File: config.mk
export PLATFORM = sky130hd
export DESIGN_NAME = mem_arbiter_flat
export DESIGN_NICKNAME = d
export VERILOG_FILES = /design/src/rtl/mem_arbiter_if.sv /design/src/rtl/mem_arbiter.sv /design/src/flat_wrapper.sv
export SDC_FILE = /design/constraint.sdc
export NUM_CORES = 1
export LEC_CHECK = 0
export CAP_MARGIN = 30
export CORE_AREA = 2 2 117 119
export CTS_CLUSTER_DIAMETER = 80
export DETAILED_ROUTE_END_ITERATION = 8
export DIE_AREA = 0 0 119 121
export GPL_ROUTABILITY_DRIVEN = 1
export GPL_TIMING_DRIVEN = 0
export MAX_ROUTING_LAYER = met4
export PLACE_DENSITY_LB_ADDON = 0.05
export SYNTH_ARGS = -nofsm -noshare
export SYNTH_HDL_FRONTEND = slang
export SYNTH_SLANG_ARGS = --single-unit
File: constraint.sdc
create_clock -name clk -period 4.9 [get_ports clk]
set_clock_uncertainty 0.2 [all_clocks]
set_input_delay 0.98 -clock clk [delete_from_list [all_inputs] [get_ports clk]]
set_output_delay 0.98 -clock clk [all_outputs]
set_load 0.01 [all_outputs]
File: src/rtl/mem_arbiter_if.sv
// Two-master shared-memory bus bundle.
// The slave modport is the arbiter side; the master modport is the requester/memory side.
interface mem_arbiter_if #(
    parameter int W = 32
);
    logic         m0_req;
    logic         m0_we;
    logic [W-1:0] m0_adr;
    logic [W-1:0] m0_wdata;
    logic         m0_gnt;
    logic         m0_rvalid;
    logic [W-1:0] m0_rdata;
    logic         m1_req;
    logic         m1_we;
    logic [W-1:0] m1_adr;
    logic [W-1:0] m1_wdata;
    logic         m1_gnt;
    logic         m1_rvalid;
    logic [W-1:0] m1_rdata;
    logic [W-1:0] adr;
    logic [W-1:0] writedata;
    logic         memwrite;
    logic [W-1:0] readdata;
    logic         busy;

    modport slave (
        input  m0_req, m0_we, m0_adr, m0_wdata,
        input  m1_req, m1_we, m1_adr, m1_wdata,
        input  readdata,
        output m0_gnt, m0_rvalid, m0_rdata,
        output m1_gnt, m1_rvalid, m1_rdata,
        output adr, writedata, memwrite, busy
    );

    modport master (
        output m0_req, m0_we, m0_adr, m0_wdata,
        output m1_req, m1_we, m1_adr, m1_wdata,
        output readdata,
        input  m0_gnt, m0_rvalid, m0_rdata,
        input  m1_gnt, m1_rvalid, m1_rdata,
        input  adr, writedata, memwrite, busy
    );
endinterface

File: src/rtl/mem_arbiter.sv
// Two-port shared memory arbiter: IDLE -> ACCESS -> RESP, one transaction at a time.
// Round-robin or fixed-priority selection when both ports request together.
module mem_arbiter #(
    parameter int RR = 1,
    parameter int W  = 32
) (
    input  logic          clk,
    input  logic          reset,
    mem_arbiter_if.slave  bus
);
    typedef enum logic [1:0] {IDLE, ACCESS, RESP} state_e;

    state_e       state_q, state_d;
    logic         owner_q, owner_d;
    logic         last_q, last_d;
    logic         we_q, we_d;
    logic [W-1:0] adr_q, adr_d;
    logic [W-1:0] wdata_q, wdata_d;
    logic         any_req;
    logic         win;
    logic         grant;

    always_ff @(posedge clk or negedge reset) begin
        if (!reset) begin
            state_q <= IDLE;
            owner_q <= 1'b0;
            last_q  <= 1'b1;
            we_q    <= 1'b0;
            adr_q   <= '0;
            wdata_q <= '0;
        end else begin
            state_q <= state_d;
            owner_q <= owner_d;
            last_q  <= last_d;
            we_q    <= we_d;
            adr_q   <= adr_d;
            wdata_q <= wdata_d;
        end
    end

    always_comb begin
        any_req = bus.m0_req | bus.m1_req;
        if (bus.m0_req && bus.m1_req)
            win = (RR != 0) ? ~last_q : 1'b0;
        else
            win = bus.m1_req;
        // gnt is combinational, so it must also be masked while reset is held
        grant = (state_q == IDLE) && any_req && reset;
    end

    always_comb begin
        state_d = state_q;
        owner_d = owner_q;
        last_d  = last_q;
        we_d    = we_q;
        adr_d   = adr_q;
        wdata_d = wdata_q;
        unique case (state_q)
            IDLE: begin
                if (any_req) begin
                    state_d = ACCESS;
                    owner_d = win;
                    last_d  = win;
                    we_d    = win ? bus.m1_we : bus.m0_we;
                    adr_d   = win ? bus.m1_adr : bus.m0_adr;
                    wdata_d = win ? bus.m1_wdata : bus.m0_wdata;
                end
            end
            ACCESS:  state_d = RESP;
            RESP:    state_d = IDLE;
            default: state_d = IDLE;
        endcase
    end

    always_comb begin
        bus.m0_gnt    = grant && !win;
        bus.m1_gnt    = grant && win;
        bus.m0_rvalid = 1'b0;
        bus.m1_rvalid = 1'b0;
        bus.m0_rdata  = '0;
        bus.m1_rdata  = '0;
        bus.adr       = '0;
        bus.writedata = '0;
        bus.memwrite  = 1'b0;
        bus.busy      = (state_q != IDLE);
        if (state_q == ACCESS) begin
            bus.adr       = adr_q;
            bus.writedata = wdata_q;
            bus.memwrite  = we_q;
        end
        if (state_q == RESP) begin
            bus.adr       = adr_q;
            bus.writedata = wdata_q;
            if (owner_q) begin
                bus.m1_rvalid = 1'b1;
                bus.m1_rdata  = we_q ? '0 : bus.readdata;
            end else begin
                bus.m0_rvalid = 1'b1;
                bus.m0_rdata  = we_q ? '0 : bus.readdata;
            end
        end
    end
endmodule

File: src/flat_wrapper.sv
// flat-port wrapper written by rule: the top's interface ports become plain ports
module mem_arbiter_flat 
#(
    parameter int RR = 1,
    parameter int W  = 32
)
  (clk, reset, bus_m0_req, bus_m0_we, bus_m0_adr, bus_m0_wdata, bus_m1_req, bus_m1_we, bus_m1_adr, bus_m1_wdata, bus_readdata, bus_m0_gnt, bus_m0_rvalid, bus_m0_rdata, bus_m1_gnt, bus_m1_rvalid, bus_m1_rdata, bus_adr, bus_writedata, bus_memwrite, bus_busy);
  mem_arbiter_if #(.W(W)) bus_i ();
  input  logic clk;
  input  logic reset;
  input wire logic [$bits(bus_i.m0_req)-1:0] bus_m0_req;
  input wire logic [$bits(bus_i.m0_we)-1:0] bus_m0_we;
  input wire logic [$bits(bus_i.m0_adr)-1:0] bus_m0_adr;
  input wire logic [$bits(bus_i.m0_wdata)-1:0] bus_m0_wdata;
  input wire logic [$bits(bus_i.m1_req)-1:0] bus_m1_req;
  input wire logic [$bits(bus_i.m1_we)-1:0] bus_m1_we;
  input wire logic [$bits(bus_i.m1_adr)-1:0] bus_m1_adr;
  input wire logic [$bits(bus_i.m1_wdata)-1:0] bus_m1_wdata;
  input wire logic [$bits(bus_i.readdata)-1:0] bus_readdata;
  output wire logic [$bits(bus_i.m0_gnt)-1:0] bus_m0_gnt;
  output wire logic [$bits(bus_i.m0_rvalid)-1:0] bus_m0_rvalid;
  output wire logic [$bits(bus_i.m0_rdata)-1:0] bus_m0_rdata;
  output wire logic [$bits(bus_i.m1_gnt)-1:0] bus_m1_gnt;
  output wire logic [$bits(bus_i.m1_rvalid)-1:0] bus_m1_rvalid;
  output wire logic [$bits(bus_i.m1_rdata)-1:0] bus_m1_rdata;
  output wire logic [$bits(bus_i.adr)-1:0] bus_adr;
  output wire logic [$bits(bus_i.writedata)-1:0] bus_writedata;
  output wire logic [$bits(bus_i.memwrite)-1:0] bus_memwrite;
  output wire logic [$bits(bus_i.busy)-1:0] bus_busy;
  assign bus_i.m0_req = bus_m0_req;
  assign bus_i.m0_we = bus_m0_we;
  assign bus_i.m0_adr = bus_m0_adr;
  assign bus_i.m0_wdata = bus_m0_wdata;
  assign bus_i.m1_req = bus_m1_req;
  assign bus_i.m1_we = bus_m1_we;
  assign bus_i.m1_adr = bus_m1_adr;
  assign bus_i.m1_wdata = bus_m1_wdata;
  assign bus_i.readdata = bus_readdata;
  assign bus_m0_gnt = bus_i.m0_gnt;
  assign bus_m0_rvalid = bus_i.m0_rvalid;
  assign bus_m0_rdata = bus_i.m0_rdata;
  assign bus_m1_gnt = bus_i.m1_gnt;
  assign bus_m1_rvalid = bus_i.m1_rvalid;
  assign bus_m1_rdata = bus_i.m1_rdata;
  assign bus_adr = bus_i.adr;
  assign bus_writedata = bus_i.writedata;
  assign bus_memwrite = bus_i.memwrite;
  assign bus_busy = bus_i.busy;
  mem_arbiter #(.RR(RR), .W(W)) u_core (.clk(clk), .reset(reset), .bus(bus_i));
endmodule
==> impl_metrics.ini <==
[min_path]
hp-class = flop to flop

[timing]
hold_viol_final = 0
worst_pin_slew_ns = 0.497
fin_ws_ns = 0.612
final-max-slew-violation-count = 0
finalCritPeriodShare = 0.875
max-slew-margin-rel = 0.668
rsz0062_at_grt = false
tns_ns = 0
setup_viol = 0
min_period_ns = 4.29
fmax_ghz = 0.233

[critical_path]
worstPathRequired_ns = 3.72
crit_path_end_kind = output pin
crit_chain = clkdlybuf4s50_1 > a21boi_2 > buf_2 > buf_2 > and3_1 > clkdlybuf4s50_1
cpLargestDelayFamily = buffers and inverters
cp-start-kind = input port
worst-path-buf-inv = 4
cp_max_fo = 10
max_stage_delay_ns = 0.55
cp_slowest_cell = clkdlybuf4s50_1
crit_type = input port to output pin
arrival_ns = 3.11

[routing]
first_pass_iters = 6
viasPerCell = 4.95
via_count = 4885
wire_per_inst_um = 17.6
drtIter0Drc = 255
routed_wl_um = 17300
drc = 0
ant_nets = 0

[status]
status = completed

[yosys]
async_flop_share = 1.00
syn_inst = 494
synthesis.nets = 660
synth_cell_types = 23
ys_seq_area_frac = 0.387
yosys_warnings = 0
synth_area_um2 = 4470
synth.top_cells.by_count = dfrtp_1 (68), nand2_1 (66), a2bb2oi_1 (65), and2_1 (65), nor2_1 (64)
synth_edf_count = 0
yosysTopAreaCell = dfrtp_1
synthFlopType = dfrtp_1
syn_area_per_cell_um2 = 9.04
netlist_top_cells_area = dfrtp_1 (38%), a2bb2oi_1 (13%), a211oi_2 (11%)
yosysMostFrequentCell = dfrtp_1
ys_ff_latch = 69
synth_top_cell_area_share = 0.381

[pwr]
p_int_w = 0.00282
switching_share = 0.368
max-vdd-ir-drop_v = 0.000311
seq_power_share = 0.226
p_leak_nw = 3.07
p_per_area_nw_per_um2 = 558
power_frac_comb = 0.624
switchingPower_w = 0.00165
clockPowerShare = 0.149

[place]
pre_cts_ws_ns = 0.595
place_inst = 970
hpwl_um = 13400
place_congestion = 0.848
io_buffers = 299

[global_route]
grt_pass1_vias = 4958
grtUsageTotal = 0.245
grt_pass1_wl_um = 27100
grt_max_degree = 46
antenna_found_initial = 0
grt.overflow.total = 0

[layout]
layout-drive-gt1-share = 0.116
stdcell_count = 986
syn2layout_area_growth_pct = 79.2
antennaDiodeCount = 0
fillers = 1180
nets = 971

[floorplanning]
start_util = 0.341
io_pins = 300
dieHeight_um = 121
fp-row-count = 42
die_x_um = 119
core_um2 = 13100
dieArea_um2 = 14400

[clock_tree]
cts.clk_slew.worst_paths_ns = 0.05
cts_num_sinks = 69
post_cts.repair.setup_buffers = 0
cts_resized = 0
cts_max_path_buffers = 2
clock_latency_ns = 0.33
clockRootBuffer = clkbuf_16
cts-buffers-inserted = 9
ctsHoldBuffers = 0
cts_tree = built
htreeDepth = 3

[run]
maxCapViolations = 0
## registers in the layout (all words and copies together), names as in the netlist
register        flops
u_core.wdata_q     32
u_core.last_q       1
u_core.owner_q      1
u_core.we_q         1
u_core.state_q      2
u_core.adr_q       32
## metrics by stage
stage	total power (W)	hold WS, ns	util	instance area (um^2)
4_1_cts	0.00452	0.302	0.612	8010
3_5_place_dp	0.00383	0.285	0.589	7710
2_1_floorplan	0.00255	0.224	-	4470
3_3_place_gp	0.00378	0.278	0.587	7680
5_1_grt	0.00476	0.328	0.612	8010
6_report	0.00447	0.295	0.612	8010
## per-layer routing
layer / track usage / vias up / part of all wire
met5: - / - / 0
met4: 0.0744 / 0 / 0.018
met3: 0.0475 / 22 / 0.052
met2: 0.394 / 175 / 0.49
met1: 0.314 / 2343 / 0.44
li1: - / 2345 / -
## cells by family (layout without fill, tap and decap cells)
| group | Yosys count | in the layout | synth area share |
|---|---|---|---|
| compound gates | 132 | 132 | 0.286 |
| mux | 2 | 2 | 0.00504 |
| simple gates | 236 | 236 | 0.259 |
| buf+inv | 55 | 371 | 0.0633 |
| flops | 69 | 69 | 0.387 |
## worst register-to-register path: cells and delay by family (launching register included)
family | cells | cell delay, ns
muxes | 1 | 0.34
DFF | 1 | 0.38
buffers and inverters | 2 | 0.39
and+or+nand+nor | 2 | 0.44
## layout by cell type (no fill, tap or decap), types with 9 or more instances in the layout
master / netlist / layout
dfrtp_1: 68 / 68
a211oi_1: 25 / 25
and2_1: 65 / 65
clkbuf_1: 22 / 23
nand2_1: 66 / 66
nor2_1: 64 / 64
nand2b_1: 33 / 33
clkdlybuf4s50_1: 0 / 298
a2bb2oi_1: 65 / 65
a211oi_2: 40 / 40
clkbuf_16: 0 / 9
buf_2: 22 / 22
## final timing paths
| check | startpoint | to | slack [ns] | cells past startpoint |
|---|---|---|---|---|
| worst max-delay path | bus_m1_req | bus_m1_gnt | 0.61 | 6 |
| worst min-delay path | u_core.state_q[1]$_DFFE_PN0P_ | u_core.state_q[1]$_DFFE_PN0P_ | 0.29 | 1 |
| worst max register to register | u_core.state_q[1]$_DFFE_PN0P_ | u_core.owner_q$_DFFE_PN0P_ | 3.04 | 5 |
| worst min register to register | u_core.state_q[1]$_DFFE_PN0P_ | u_core.state_q[1]$_DFFE_PN0P_ | 0.29 | 1 |
| max in group asynchronous | reset | u_core.last_q$_DFFE_PN1P_ | 3.51 | 2 |
| min in group asynchronous | reset | u_core.adr_q[17]$_DFFE_PN0P_ | 0.36 | 1 |
## final cells by class
cell class | instances | area (um^2) | share of cell area
plain buffers | 53 | 275 | 0.0344
clock buffers | 11 | 243 | 0.0303
clock inverters | 5 | 58.8 | 0.00734
inverters | 2 | 7.51 | 0.000938
multi-input cells | 370 | 2460 | 0.307
flip-flops and latches | 69 | 1730 | 0.216
well taps | 176 | 220 | 0.0275
repair buffers | 300 | 3020 | 0.377
## power by group through the flow
stage	Sequential [W]	Clock, W	Combinational (W)
3_5_place_dp	0.00101	0	0.00281
2_1_floorplan	0.000966	0	0.00159
4_1_cts	0.00101	0.000680	0.00283
6_report	0.00101	0.000666	0.00279
3_3_place_gp	0.00100	0	0.00278
5_1_grt	0.00105	0.000713	0.00300
Note: power is estimated with default switching activity, not from simulation.
